## src/rtl/fetch_stage_pkg.sv

```systemverilog
// Shared definitions for the instruction-fetch stage: widths, reset PC and FSM states.
package fetch_stage_pkg;

    localparam int          IWIDTH       = 32;
    localparam int          PC_WIDTH_DEF = 32;
    localparam logic [31:0] RESET_PC_DEF = 32'h0000_0000;

    // IDLE after reset, REQ while fetching, HOLD while the skid entry waits for
    // decode, DROP while an abandoned request is still outstanding.
    typedef enum logic [1:0] {
        FS_IDLE = 2'd0,
        FS_REQ  = 2'd1,
        FS_HOLD = 2'd2,
        FS_DROP = 2'd3
    } fs_state_t;

endpackage

```

## src/rtl/fetch_buffer.sv

```systemverilog
// One-entry skid buffer holding an {instr, pc} pair that decode could not take.
module fetch_buffer
    import fetch_stage_pkg::*;
#(
    parameter int PC_WIDTH = PC_WIDTH_DEF
) (
    input  logic                clk,
    input  logic                rst_n,
    input  logic                load,
    input  logic                unload,
    input  logic                clear,
    input  logic [IWIDTH-1:0]   fill_instr,
    input  logic [PC_WIDTH-1:0] fill_pc,
    output logic                valid,
    output logic [IWIDTH-1:0]   held_instr,
    output logic [PC_WIDTH-1:0] held_pc
);

    // Valid flag: clear (flush) wins over load, load wins over unload.
    always_ff @(posedge clk or negedge rst_n) begin
        if (!rst_n) begin
            valid <= 1'b0;
        end else if (clear) begin
            valid <= 1'b0;
        end else if (load) begin
            valid <= 1'b1;
        end else if (unload) begin
            valid <= 1'b0;
        end
    end

    // Payload is only meaningful while valid, so it carries no reset.
    always_ff @(posedge clk) begin
        if (load && !clear) begin
            held_instr <= fill_instr;
            held_pc    <= fill_pc;
        end
    end

endmodule

```

## src/rtl/fetch_stage.sv

```systemverilog
// MIPS instruction-fetch stage: owns the PC, fetches over req/ack and feeds decode
// through a registered output backed by a one-entry skid buffer.
module fetch_stage
    import fetch_stage_pkg::*;
#(
    parameter int                  PC_WIDTH = PC_WIDTH_DEF,
    parameter logic [PC_WIDTH-1:0] RESET_PC = PC_WIDTH'(RESET_PC_DEF)
) (
    input  logic                fs_clk,
    input  logic                fs_rst,
    input  logic                fs_i_stall,
    input  logic                fs_i_flush,
    input  logic [PC_WIDTH-1:0] fs_i_target,
    output logic                fs_o_imem_req,
    output logic [PC_WIDTH-1:0] fs_o_imem_addr,
    input  logic                fs_i_imem_ack,
    input  logic [IWIDTH-1:0]   fs_i_imem_data,
    output logic [IWIDTH-1:0]   fs_o_instr,
    output logic [PC_WIDTH-1:0] fs_o_pc,
    output logic [PC_WIDTH-1:0] fs_o_pc_plus4,
    output logic                fs_o_ce
);

    // Word-align a PC; the low two bits are forced to zero.
    function automatic logic [PC_WIDTH-1:0] pc_align(input logic [PC_WIDTH-1:0] pc);
        return pc & ~(PC_WIDTH'(3));
    endfunction

    // Sequential PC, wrapping modulo 2^PC_WIDTH.
    function automatic logic [PC_WIDTH-1:0] pc_next(input logic [PC_WIDTH-1:0] pc);
        return pc + PC_WIDTH'(4);
    endfunction

    fs_state_t             state, state_next;
    logic [PC_WIDTH-1:0]   fetch_pc;
    logic [PC_WIDTH-1:0]   drop_pc;

    logic                  out_free;
    logic                  out_clear;
    logic                  out_from_mem;
    logic                  out_from_skid;
    logic                  skid_load;
    logic                  skid_unload;
    logic                  skid_clear;
    logic                  pc_incr;
    logic                  pc_take_flush;
    logic                  pc_take_drop;
    logic                  drop_load;

    logic                  skid_valid;
    logic [IWIDTH-1:0]     skid_instr;
    logic [PC_WIDTH-1:0]   skid_pc;

    assign out_free       = !fs_o_ce || !fs_i_stall;
    assign fs_o_imem_req  = (state == FS_REQ) || (state == FS_DROP);
    assign fs_o_imem_addr = fetch_pc;
    assign fs_o_pc_plus4  = pc_next(fs_o_pc);

    fetch_buffer #(
        .PC_WIDTH (PC_WIDTH)
    ) u_skid (
        .clk        (fs_clk),
        .rst_n      (fs_rst),
        .load       (skid_load),
        .unload     (skid_unload),
        .clear      (skid_clear),
        .fill_instr (fs_i_imem_data),
        .fill_pc    (fetch_pc),
        .valid      (skid_valid),
        .held_instr (skid_instr),
        .held_pc    (skid_pc)
    );

    // State register.
    always_ff @(posedge fs_clk or negedge fs_rst) begin
        if (!fs_rst) begin
            state <= FS_IDLE;
        end else begin
            state <= state_next;
        end
    end

    // Next state and datapath controls; flush outranks everything in every state.
    always_comb begin
        state_next    = state;
        out_clear     = 1'b0;
        out_from_mem  = 1'b0;
        out_from_skid = 1'b0;
        skid_load     = 1'b0;
        skid_unload   = 1'b0;
        skid_clear    = 1'b0;
        pc_incr       = 1'b0;
        pc_take_flush = 1'b0;
        pc_take_drop  = 1'b0;
        drop_load     = 1'b0;
        case (state)
            FS_IDLE: begin
                state_next = FS_REQ;
                if (fs_i_flush) begin
                    out_clear     = 1'b1;
                    skid_clear    = 1'b1;
                    pc_take_flush = 1'b1;
                end
            end
            FS_REQ: begin
                if (fs_i_flush) begin
                    out_clear  = 1'b1;
                    skid_clear = 1'b1;
                    if (fs_i_imem_ack) begin
                        pc_take_flush = 1'b1;
                    end else begin
                        drop_load  = 1'b1;
                        state_next = FS_DROP;
                    end
                end else if (fs_i_imem_ack) begin
                    pc_incr = 1'b1;
                    if (out_free) begin
                        out_from_mem = 1'b1;
                    end else begin
                        skid_load  = 1'b1;
                        state_next = FS_HOLD;
                    end
                end else if (!fs_i_stall) begin
                    out_clear = 1'b1;
                end
            end
            FS_HOLD: begin
                if (fs_i_flush) begin
                    out_clear     = 1'b1;
                    skid_clear    = 1'b1;
                    pc_take_flush = 1'b1;
                    state_next    = FS_REQ;
                end else if (!fs_i_stall) begin
                    out_from_skid = skid_valid;
                    skid_unload   = 1'b1;
                    state_next    = FS_REQ;
                end
            end
            FS_DROP: begin
                if (fs_i_flush) begin
                    out_clear  = 1'b1;
                    skid_clear = 1'b1;
                    if (fs_i_imem_ack) begin
                        pc_take_flush = 1'b1;
                        state_next    = FS_REQ;
                    end else begin
                        drop_load = 1'b1;
                    end
                end else if (fs_i_imem_ack) begin
                    pc_take_drop = 1'b1;
                    state_next   = FS_REQ;
                end
            end
            default: state_next = FS_IDLE;
        endcase
    end

    // Fetch PC and the redirect target parked while an abandoned request drains.
    always_ff @(posedge fs_clk or negedge fs_rst) begin
        if (!fs_rst) begin
            fetch_pc <= RESET_PC;
            drop_pc  <= RESET_PC;
        end else begin
            if (pc_take_flush) begin
                fetch_pc <= pc_align(fs_i_target);
            end else if (pc_take_drop) begin
                fetch_pc <= drop_pc;
            end else if (pc_incr) begin
                fetch_pc <= pc_next(fetch_pc);
            end
            if (drop_load) begin
                drop_pc <= pc_align(fs_i_target);
            end
        end
    end

    // Registered decode-facing outputs.
    always_ff @(posedge fs_clk or negedge fs_rst) begin
        if (!fs_rst) begin
            fs_o_ce    <= 1'b0;
            fs_o_instr <= '0;
            fs_o_pc    <= '0;
        end else if (out_clear) begin
            fs_o_ce <= 1'b0;
        end else if (out_from_mem) begin
            fs_o_ce    <= 1'b1;
            fs_o_instr <= fs_i_imem_data;
            fs_o_pc    <= fetch_pc;
        end else if (out_from_skid) begin
            fs_o_ce    <= 1'b1;
            fs_o_instr <= skid_instr;
            fs_o_pc    <= skid_pc;
        end
    end

endmodule
```

## config.mk

```make
export PLATFORM = sky130hd
export DESIGN_NAME = fetch_stage
export DESIGN_NICKNAME = d
export VERILOG_FILES = /design/src/rtl/fetch_stage_pkg.sv /design/src/rtl/fetch_buffer.sv /design/src/rtl/fetch_stage.sv
export SDC_FILE = /design/constraint.sdc
export NUM_CORES = 1
export LEC_CHECK = 0
export ABC_CLOCK_PERIOD_IN_PS = 3790
export CELL_PAD_IN_SITES_DETAIL_PLACEMENT = 1
export CELL_PAD_IN_SITES_GLOBAL_PLACEMENT = 2
export CORE_ASPECT_RATIO = 0.5
export CORE_MARGIN = 2
export CORE_UTILIZATION = 31
export CTS_CLUSTER_SIZE = 20
export DETAILED_ROUTE_END_ITERATION = 8
export GPL_TIMING_DRIVEN = 1
export PLACE_DENSITY_LB_ADDON = 0.3
export SYNTH_ARGS = -nofsm -noshare
export SYNTH_HDL_FRONTEND = slang
export SYNTH_SLANG_ARGS = --single-unit
```

## constraint.sdc

```tcl
create_clock -name fs_clk -period 3.79 [get_ports fs_clk]
set_clock_uncertainty 0.15 [all_clocks]
set_input_delay 0.379 -clock fs_clk [delete_from_list [all_inputs] [get_ports fs_clk]]
set_output_delay 0.379 -clock fs_clk [all_outputs]
set_load 0.01 [all_outputs]
```

==> qor.log, run 1 <==
qor: power_and_ir_drop.power.ir.vdd_worst 0.2484 mV
qor: layout.final-seq-area 0.005015 mm2
qor: sta.clock.fmax 301.0 MHz
qor: logic_synthesis.synth-seq-area-share 52.80%
qor: sta.shortest_period_the_worst_path_allows 3.322 ns
qor: power_and_ir_drop.net_sw_share 30.23%
qor: sta.hold_viol 0
qor: route.post-route-drc-count 0
qor: route.detail_route.first_pass.iterations 4
qor: clock_tree.cts_tree done
qor: die.placement_rows 45
qor: clock_tree.post_cts.repair.setup_buffers 0
qor: job.cap_violations 0
qor: placed_design.place_ws 0.6311 ns
qor: power_and_ir_drop.seq_power_share 43.5%
qor: placed_design.dpl_cell_area 0.01173 mm2
qor: setup_path.critPathTopFamily simple AND/OR/NAND/NOR gates
qor: setup_path.timing.critical_path.slowest_cell_delay 0.56 ns
qor: placed_design.detailedPlacementHpwl 19.37 mm
qor: layout.num_antenna_cells 0
qor: clock_tree.ctsLongestPathBuffers 2
qor: layout.fin_area 0.01232 mm2
qor: placed_design.post-place-cells 1299
qor: route.wl_per_cell 21.03 um
qor: global_routing.grt_pass1_wl 43.77 mm
qor: sta.max-slew-margin-rel 44.95%
qor: logic_synthesis.syn_inst 735
qor: global_routing.grtUsageTotal 17.91%
qor: power_and_ir_drop.fin_total_pwr 6.498 mW
qor: power_and_ir_drop.power.density_cell_area 527.3 mW/mm2
qor: route.ant_nets 0
qor: logic_synthesis.number_of_enable_flip_flop_cells_after_synthesis 62
qor: layout.multiInputGateArea 0.004069 mm2
qor: clock_tree.tritoncts.num_buffers 17
qor: logic_synthesis.synth.top_cells.by_area sky130_fd_sc_hd__dfrtp_1, sky130_fd_sc_hd__edfxtp_1, sky130_fd_sc_hd__mux2_2, sky130_fd_sc_hd__mux2_4, sky130_fd_sc_hd__xnor2_1
qor: sta.setup_violations 0
qor: sta.final_min_period_over_clock_period 87.65%
qor: layout.final_nets 991
qor: die.boundaryPins 199
qor: sta.setup_ws 0.4679 ns
qor: power_and_ir_drop.power.leakage 4.857 nW
qor: setup_path.cp-end-kind output pin
qor: layout.layout-area-overhead-vs-synth 29.75%
qor: setup_path.critical-path-slowest-cell sky130_fd_sc_hd__clkdlybuf4s50_1
qor: die.initial_utilization 31.41%
qor: setup_path.crit_chain nand4_1, nor4_1, buf_4, nor2b_1, and3_1, xor2_1, clkdlybuf4s50_1
qor: setup_path.crit_type reg2out
qor: setup_path.cp.buffers_inverters 2
qor: global_routing.antenna_found_initial 0
qor: placed_design.place.port_buffers 190
qor: route.routed-via-count 6679
qor: setup_path.largest_fanout_on_the_critical_path 6
qor: layout.filler_cell_count 3151
qor: die.dieArea 0.03214 mm2
qor: logic_synthesis.synth-seq-cells 188
qor: power_and_ir_drop.cell_internal_pwr 4.533 mW
qor: run_status.outcome completed
qor: sta.rsz0062_at_grt no
qor: power_and_ir_drop.share_clk_of_total_power 27.8%
qor: global_routing.pin_count_of_the_biggest_net_entering_global_routing 81
qor: logic_synthesis.netlist-cell-type-count 62
qor: die.floorplan.die.height 127.8 um
qor: route.drt-total-wl 28.01 mm
qor: sta.tightest_slew 0.8257 ns
qor: die.fp.coreArea 0.03024 mm2
qor: route.dr.first_iter.drc_count 403
qor: logic_synthesis.syn-cell-area 0.009498 mm2
qor: logic_synthesis.portion_of_synthesized_cell_area_occupied_by_the_leading_cell_type 33.20%
qor: power_and_ir_drop.switching_power 1.964 mW
qor: placed_design.place_congestion 0.8020
qor: setup_path.cp.required 3.26 ns
qor: sta.report.final.slew_viol_count 0
qor: global_routing.grt_pass1_vias 7176
qor: layout.final_cell_mix sky130_fd_sc_hd__clkdlybuf4s50_1, sky130_fd_sc_hd__dfrtp_1, sky130_fd_sc_hd__mux2_2
qor: clock_tree.htreeDepth 4
qor: logic_synthesis.yosys_most_used_dff sky130_fd_sc_hd__dfrtp_1
qor: sta.setup_total_negative_slack 0 ns
qor: clock_tree.clockRootBuffer sky130_fd_sc_hd__clkbuf_16
qor: layout.post_route_cells_drive_above_1_share 21.86%
qor: route.detail_route.vias_per_cell 5.014
qor: global_routing.global_route.overflow_total 0
qor: logic_synthesis.syn-mean-instance-area 12.92 um2
qor: logic_synthesis.fraction_of_registers_with_async_set_reset 67.02%
qor: clock_tree.clock_pin_slew_on_the_worst_setup_and_hold_paths 0.07 ns
qor: clock_tree.clock_sink_count 188
qor: layout.final_common_cell sky130_fd_sc_hd__clkdlybuf4s50_1
qor: setup_path.worst_setup_path_start_kind register
qor: hold_path.timing.hold.worst.class reg2reg
qor: die.die_w 251.5 um
qor: logic_synthesis.synth_top_area_cell sky130_fd_sc_hd__dfrtp_1
qor: power_and_ir_drop.p_comb_share 28.7%
qor: setup_path.cp_data_arrival_time 2.79 ns
qor: logic_synthesis.synth_warnings 0
qor: layout.stdcell_count 1332
qor: clock_tree.worst_skew_pair.late_latency 0.44 ns
-- cell type report --
class | instances | area share [%]
Clock buffer | 22 | 3.767
Clock inverter | 10 | 0.9341
Inverter | 8 | 0.2437
Multi-Input combinational cell | 490 | 33.02
Sequential cell | 188 | 40.69
Tap cell | 399 | 4.051
Timing Repair Buffer | 215 | 17.29
-- through the flow --
stage	util (%)	hold slack [ns]
2_1_floorplan	-	-0.06659
3_3_place_gp	38.81	0.3314
3_5_place_dp	38.81	0.3380
4_1_cts	40.76	0.3342
5_1_grt	40.76	0.3520
6_report	40.76	0.3549
-- layer usage --
| layer | GRT usage (%) | share of wire [%] | up-vias |
|---|---|---|---|
| li1 | - | - | 3086 |
| met5 | 0 | 0 | - |
| met3 | 3.391 | 3.1 | 22 |
| met2 | 28.97 | 48 | 101 |
| met1 | 24.66 | 47 | 3470 |
| met4 | 4.937 | 1.6 | 0 |
-- registers in the layout (all words and copies together), names as in the netlist --
name,cells
state,2
fs_o_ce,1
u_skid.valid,1
fs_o_imem_addr,30
drop_pc,30
fs_o_instr,32
fs_o_pc,30
u_skid.held_instr,32
u_skid.held_pc,30
-- power by group through the flow --
stage / clock (mW) / sequential [mW] / combinational (mW)
after floorplan: 0 / 2.81 / 0.822
after global placement: 0 / 2.85 / 1.86
after detailed placement: 0 / 2.86 / 1.89
after CTS: 1.87 / 2.83 / 1.90
after global routing: 1.95 / 2.88 / 1.99
final: 1.81 / 2.83 / 1.86
-- worst paths after layout --
| path | from | to | slack (ns) | cells past startpoint |
|---|---|---|---|---|
| min in group asynchronous | fs_rst | drop_pc[8]$_DFFE_PN0P_ | 0.41 | 2 |
| hold reg to reg | drop_pc[13]$_DFFE_PN0P_ | drop_pc[13]$_DFFE_PN0P_ | 0.35 | 1 |
| setup reg to reg | fs_o_imem_addr[3]$_DFFE_PN0P_ | fs_o_imem_addr[18]$_DFFE_PN0P_ | 1.21 | 6 |
| setup / recovery | fs_o_pc[5]$_DFFE_PN0P_ | fs_o_pc_plus4[21] | 0.47 | 7 |
| max in group asynchronous | fs_rst | fs_o_pc[24]$_DFFE_PN0P_ | 2.15 | 3 |
| hold / removal | drop_pc[13]$_DFFE_PN0P_ | drop_pc[13]$_DFFE_PN0P_ | 0.35 | 1 |
-- logic make-up (layout without fill, tap and decap cells) --
group	Yosys count	after routing	share of synthesized area [%]
AO/OA/AOI/OAI	102	102	7.035
XOR/XNOR	47	47	4.334
adder cells (fa/ha/maj)	2	2	0.2634
buffers and inverters	62	255	4.690
flip-flops	188	188	52.80
multiplexers	161	161	21.30
other	1	6	0.03948
AND/OR/NAND/NOR	172	172	9.537
-- Yosys cell counts (4+ instances only) --
master,count
sky130_fd_sc_hd__dfrtp_1,126
sky130_fd_sc_hd__mux2_2,87
sky130_fd_sc_hd__edfxtp_1,62
sky130_fd_sc_hd__mux2_4,58
sky130_fd_sc_hd__nand2_1,39
sky130_fd_sc_hd__o21ai_0,35
sky130_fd_sc_hd__xnor2_1,33
sky130_fd_sc_hd__nand3_1,26
sky130_fd_sc_hd__nor2_1,26
sky130_fd_sc_hd__clkbuf_1,23
sky130_fd_sc_hd__nand4_1,19
sky130_fd_sc_hd__a21oi_1,16
sky130_fd_sc_hd__xor2_1,14
sky130_fd_sc_hd__and3_1,13
sky130_fd_sc_hd__nor3_1,11
sky130_fd_sc_hd__mux2_1,10
sky130_fd_sc_hd__buf_6,9
sky130_fd_sc_hd__and4_1,8
sky130_fd_sc_hd__o22ai_1,8
sky130_fd_sc_hd__a222oi_1,7
sky130_fd_sc_hd__buf_12,7
sky130_fd_sc_hd__inv_1,7
sky130_fd_sc_hd__nor4_1,7
sky130_fd_sc_hd__buf_2,6
sky130_fd_sc_hd__buf_4,6
sky130_fd_sc_hd__mux2i_1,6
sky130_fd_sc_hd__a31oi_1,5
sky130_fd_sc_hd__a211oi_1,4
sky130_fd_sc_hd__a221oi_1,4
sky130_fd_sc_hd__and2_1,4
sky130_fd_sc_hd__nand2b_1,4
sky130_fd_sc_hd__nor2b_1,4
-- what timing repair did --
action | CTS | global route
setup endpoints to repair | 0 | 0
hold buffers | 1 | 0
gates resized for setup | 0 | 0
hold endpoints to repair | 78 | 0
No activity file was read; power rests on OpenSTA's default activity.
==> run 2: changes to the inputs <==
- REMOVE_ABC_BUFFERS: default -> 1
==> qor.log, run 2 (synthesized netlist as in run 1, its figures left out) <==
qor: run_status.outcome completed [unchanged]
qor: layout.final_common_cell sky130_fd_sc_hd__clkdlybuf4s50_1 [unchanged]
qor: sta.setup_violations 0 [unchanged]
qor: clock_tree.tritoncts.num_buffers 17 [unchanged]
qor: hold_path.min_path_cells 1 [unchanged]
qor: hold_path.worst_hold_path.endpoint drop_pc[28]$_DFFE_PN0P_ [was drop_pc[13]$_DFFE_PN0P_]
qor: layout.final_cell_mix sky130_fd_sc_hd__clkdlybuf4s50_1, sky130_fd_sc_hd__dfrtp_1, sky130_fd_sc_hd__mux2_2 [unchanged]
qor: setup_path.worst_setup_path_start_kind register [unchanged]
qor: job.cap_violations 0 [unchanged]
qor: hold_path.timing.hold.worst.class reg2reg [unchanged]
qor: setup_path.reg2reg_depth 5 [was 6]
qor: die.floorplan.die.height 127.8 um [unchanged]
qor: route.wl_per_cell 20.76 um [was 21.03 um]
qor: route.ant_nets 0 [unchanged]
qor: die.boundaryPins 199 [unchanged]
qor: global_routing.pin_count_of_the_biggest_net_entering_global_routing 78 [was 81]
qor: sta.report.final.slew_viol_count 0 [unchanged]
qor: power_and_ir_drop.share_clk_of_total_power 29.3% [was 27.8%]
qor: route.detail_route.vias_per_cell 5.041 [was 5.014]
qor: setup_path.timing.critical_path.slowest_cell_delay 0.55 ns [was 0.56 ns]
qor: sta.hold_viol 0 [unchanged]
qor: clock_tree.ctsLongestPathBuffers 2 [unchanged]
qor: clock_tree.cts_tree done [unchanged]
qor: setup_path.crit_chain ha_1, inv_1, nor4_1, buf_4, and2_1, nand4_1, xnor2_1, clkdlybuf4s50_1 [was nand4_1, nor4_1, buf_4, nor2b_1, and3_1, xor2_1, clkdlybuf4s50_1]
qor: clock_tree.clockRootBuffer sky130_fd_sc_hd__clkbuf_16 [unchanged]
qor: layout.num_antenna_cells 0 [unchanged]
qor: hold_path.timing.hold.worst.start drop_pc[28]$_DFFE_PN0P_ [was drop_pc[13]$_DFFE_PN0P_]
qor: power_and_ir_drop.seq_power_share 42.9% [was 43.5%]
qor: layout.fin_area 0.01234 mm2 [was 0.01232 mm2]
qor: route.dr.first_iter.drc_count 339 [was 403]
qor: placed_design.place_congestion 0.7639 [was 0.8020]
qor: setup_path.r2r_end fs_o_imem_addr[29]$_DFFE_PN0P_ [was fs_o_imem_addr[18]$_DFFE_PN0P_]
qor: clock_tree.worst_skew_pair.late_latency 0.45 ns [was 0.44 ns]
qor: layout.final_nets 986 [was 991]
qor: sta.rsz0062_at_grt no [unchanged]
qor: placed_design.place.port_buffers 190 [unchanged]
qor: setup_path.r2r_setup_slack 1.23 ns [was 1.21 ns]
qor: power_and_ir_drop.power.density_cell_area 529.8 mW/mm2 [was 527.3 mW/mm2]
qor: setup_path.cp.required 3.26 ns [about the same]
qor: power_and_ir_drop.switching_power 1.935 mW [was 1.964 mW]
qor: placed_design.detailedPlacementHpwl 18.78 mm [was 19.37 mm]
qor: sta.tightest_slew 0.9863 ns [was 0.8257 ns]
qor: die.initial_utilization 31.41% [unchanged]
qor: setup_path.regToRegStartpoint fs_o_imem_addr[8]$_DFFE_PN0P_ [was fs_o_imem_addr[3]$_DFFE_PN0P_]
qor: sta.max-slew-margin-rel 32.94% [was 44.95%]
qor: sta.setup_ws 0.2818 ns [was 0.4679 ns]
qor: route.detail_route.first_pass.iterations 5 [was 4]
qor: power_and_ir_drop.p_comb_share 27.8% [was 28.7%]
qor: route.routed-via-count 6689 [was 6679]
qor: power_and_ir_drop.fin_total_pwr 6.536 mW [was 6.498 mW]
qor: placed_design.place_ws 0.6157 ns [was 0.6311 ns]
qor: die.die_w 251.5 um [unchanged]
qor: route.drt-total-wl 27.55 mm [was 28.01 mm]
qor: global_routing.grt_pass1_vias 7088 [was 7176]
qor: clock_tree.clock_pin_slew_on_the_worst_setup_and_hold_paths 0.07 ns [about the same]
qor: setup_path.largest_fanout_on_the_critical_path 5 [was 6]
qor: global_routing.antenna_found_initial 0 [unchanged]
qor: sta.final_min_period_over_clock_period 92.56% [was 87.65%]
qor: power_and_ir_drop.cell_internal_pwr 4.601 mW [was 4.533 mW]
qor: die.dieArea 0.03214 mm2 [unchanged]
qor: sta.clock.fmax 285.0 MHz [was 301.0 MHz]
qor: placed_design.dpl_cell_area 0.01171 mm2 [was 0.01173 mm2]
qor: layout.post_route_cells_drive_above_1_share 21.66% [was 21.86%]
qor: power_and_ir_drop.net_sw_share 29.61% [was 30.23%]
qor: power_and_ir_drop.power.ir.vdd_worst 0.2716 mV [was 0.2484 mV]
qor: setup_path.cp_data_arrival_time 2.98 ns [was 2.79 ns]
qor: die.fp.coreArea 0.03024 mm2 [unchanged]
qor: setup_path.cp-end-kind output pin [unchanged]
qor: power_and_ir_drop.power.leakage 4.855 nW [was 4.857 nW]
qor: clock_tree.clock_sink_count 188 [unchanged]
qor: global_routing.global_route.overflow_total 0 [unchanged]
qor: global_routing.grtUsageTotal 17.60% [was 17.91%]
qor: setup_path.crit_type reg2out [unchanged]
qor: die.placement_rows 45 [unchanged]
qor: setup_path.critical-path-slowest-cell sky130_fd_sc_hd__clkdlybuf4s50_1 [unchanged]
qor: layout.top_regs fs_o_instr: 32 flops, u_skid.held_instr: 32 flops [unchanged]
qor: route.post-route-drc-count 0 [unchanged]
qor: clock_tree.htreeDepth 4 [unchanged]
qor: global_routing.grt_pass1_wl 43.30 mm [was 43.77 mm]
qor: layout.layout-area-overhead-vs-synth 29.89% [was 29.75%]
qor: sta.shortest_period_the_worst_path_allows 3.508 ns [was 3.322 ns]
qor: clock_tree.post_cts.repair.setup_buffers 0 [unchanged]
[run 2: power groups by stage]
| stage | combinational (mW) | sequential [mW] | clock, mW |
|---|---|---|---|
| after global routing | 1.95 | 2.86 | 2.05 |
| after floorplan | 0.750 | 2.83 | 0 |
| after global placement | 1.81 | 2.82 | 0 |
| after CTS | 1.85 | 2.81 | 1.98 |
| final | 1.82 | 2.80 | 1.91 |
| after detailed placement | 1.84 | 2.85 | 0 |
[run 2: critical path: cells and delay by family, from the launching register on]
family | cells | cell delay, ns
and+or+nand+nor | 3 | 0.77
buffers and inverters | 3 | 0.84
DFF | 1 | 0.48
xor gates and xnor gates | 1 | 0.16
adders and majority gates | 1 | 0.28
[run 2: metrics by stage]
step	util [%]	setup TNS, ns	std cells	hold slack, ns
global route	40.80	0	1327	0.3478
floorplan	-	-90.38	686	-0.06659
global placement	38.73	0	1294	0.3305
CTS	40.80	0	1327	0.3336
detailed placement	38.73	0	1294	0.3394
finish	40.80	0	1327	0.3546
[run 2: worst max path at each step]
stage	depth (start not counted)	end	slack (ns)	start
final	8	fs_o_pc_plus4[26]	0.28	fs_o_pc[3]$_DFFE_PN0P_
after global routing	8	fs_o_pc_plus4[26]	0.07	fs_o_pc[3]$_DFFE_PN0P_
after CTS	8	fs_o_pc_plus4[22]	0.25	fs_o_pc[3]$_DFFE_PN0P_
after detailed placement	7	fs_o_imem_addr[31]$_DFFE_PN0P_	0.62	fs_i_flush
after global placement	7	fs_o_imem_addr[31]$_DFFE_PN0P_	0.67	fs_i_flush
after floorplan	5	fs_o_instr[30]$_DFFE_PN0P_	-1.20	state[0]$_DFFE_PN0P_
[run 2: what timing repair did]
| action | 4_1_cts | 5_1_grt |
|---|---|---|
| hold buffers | 1 | 0 |
| hold endpoints to repair | 76 | 0 |
| gates resized for setup | 0 | 0 |
[run 2: final cells by class]
| type | instances | area, um2 |
|---|---|---|
| fill | 3162 | 17900 |
| clock buffer | 19 | 452.9 |
| multi-input combinational | 490 | 4069 |
| tap | 399 | 499.2 |
| inverter | 8 | 30.03 |
| clock inverter | 13 | 165.2 |
| sequential | 188 | 5015 |
| timing repair buffer | 210 | 2106 |
[run 2: per-layer routing]
metal / global-route usage (%) / part of all wire, % / vias up
met5: 0 / 0 / -
met4: 5.917 / 1.7 / 0
met3: 2.721 / 2.2 / 22
met2: 29.05 / 48 / 83
met1: 23.74 / 48 / 3513
li1: - / - / 3071
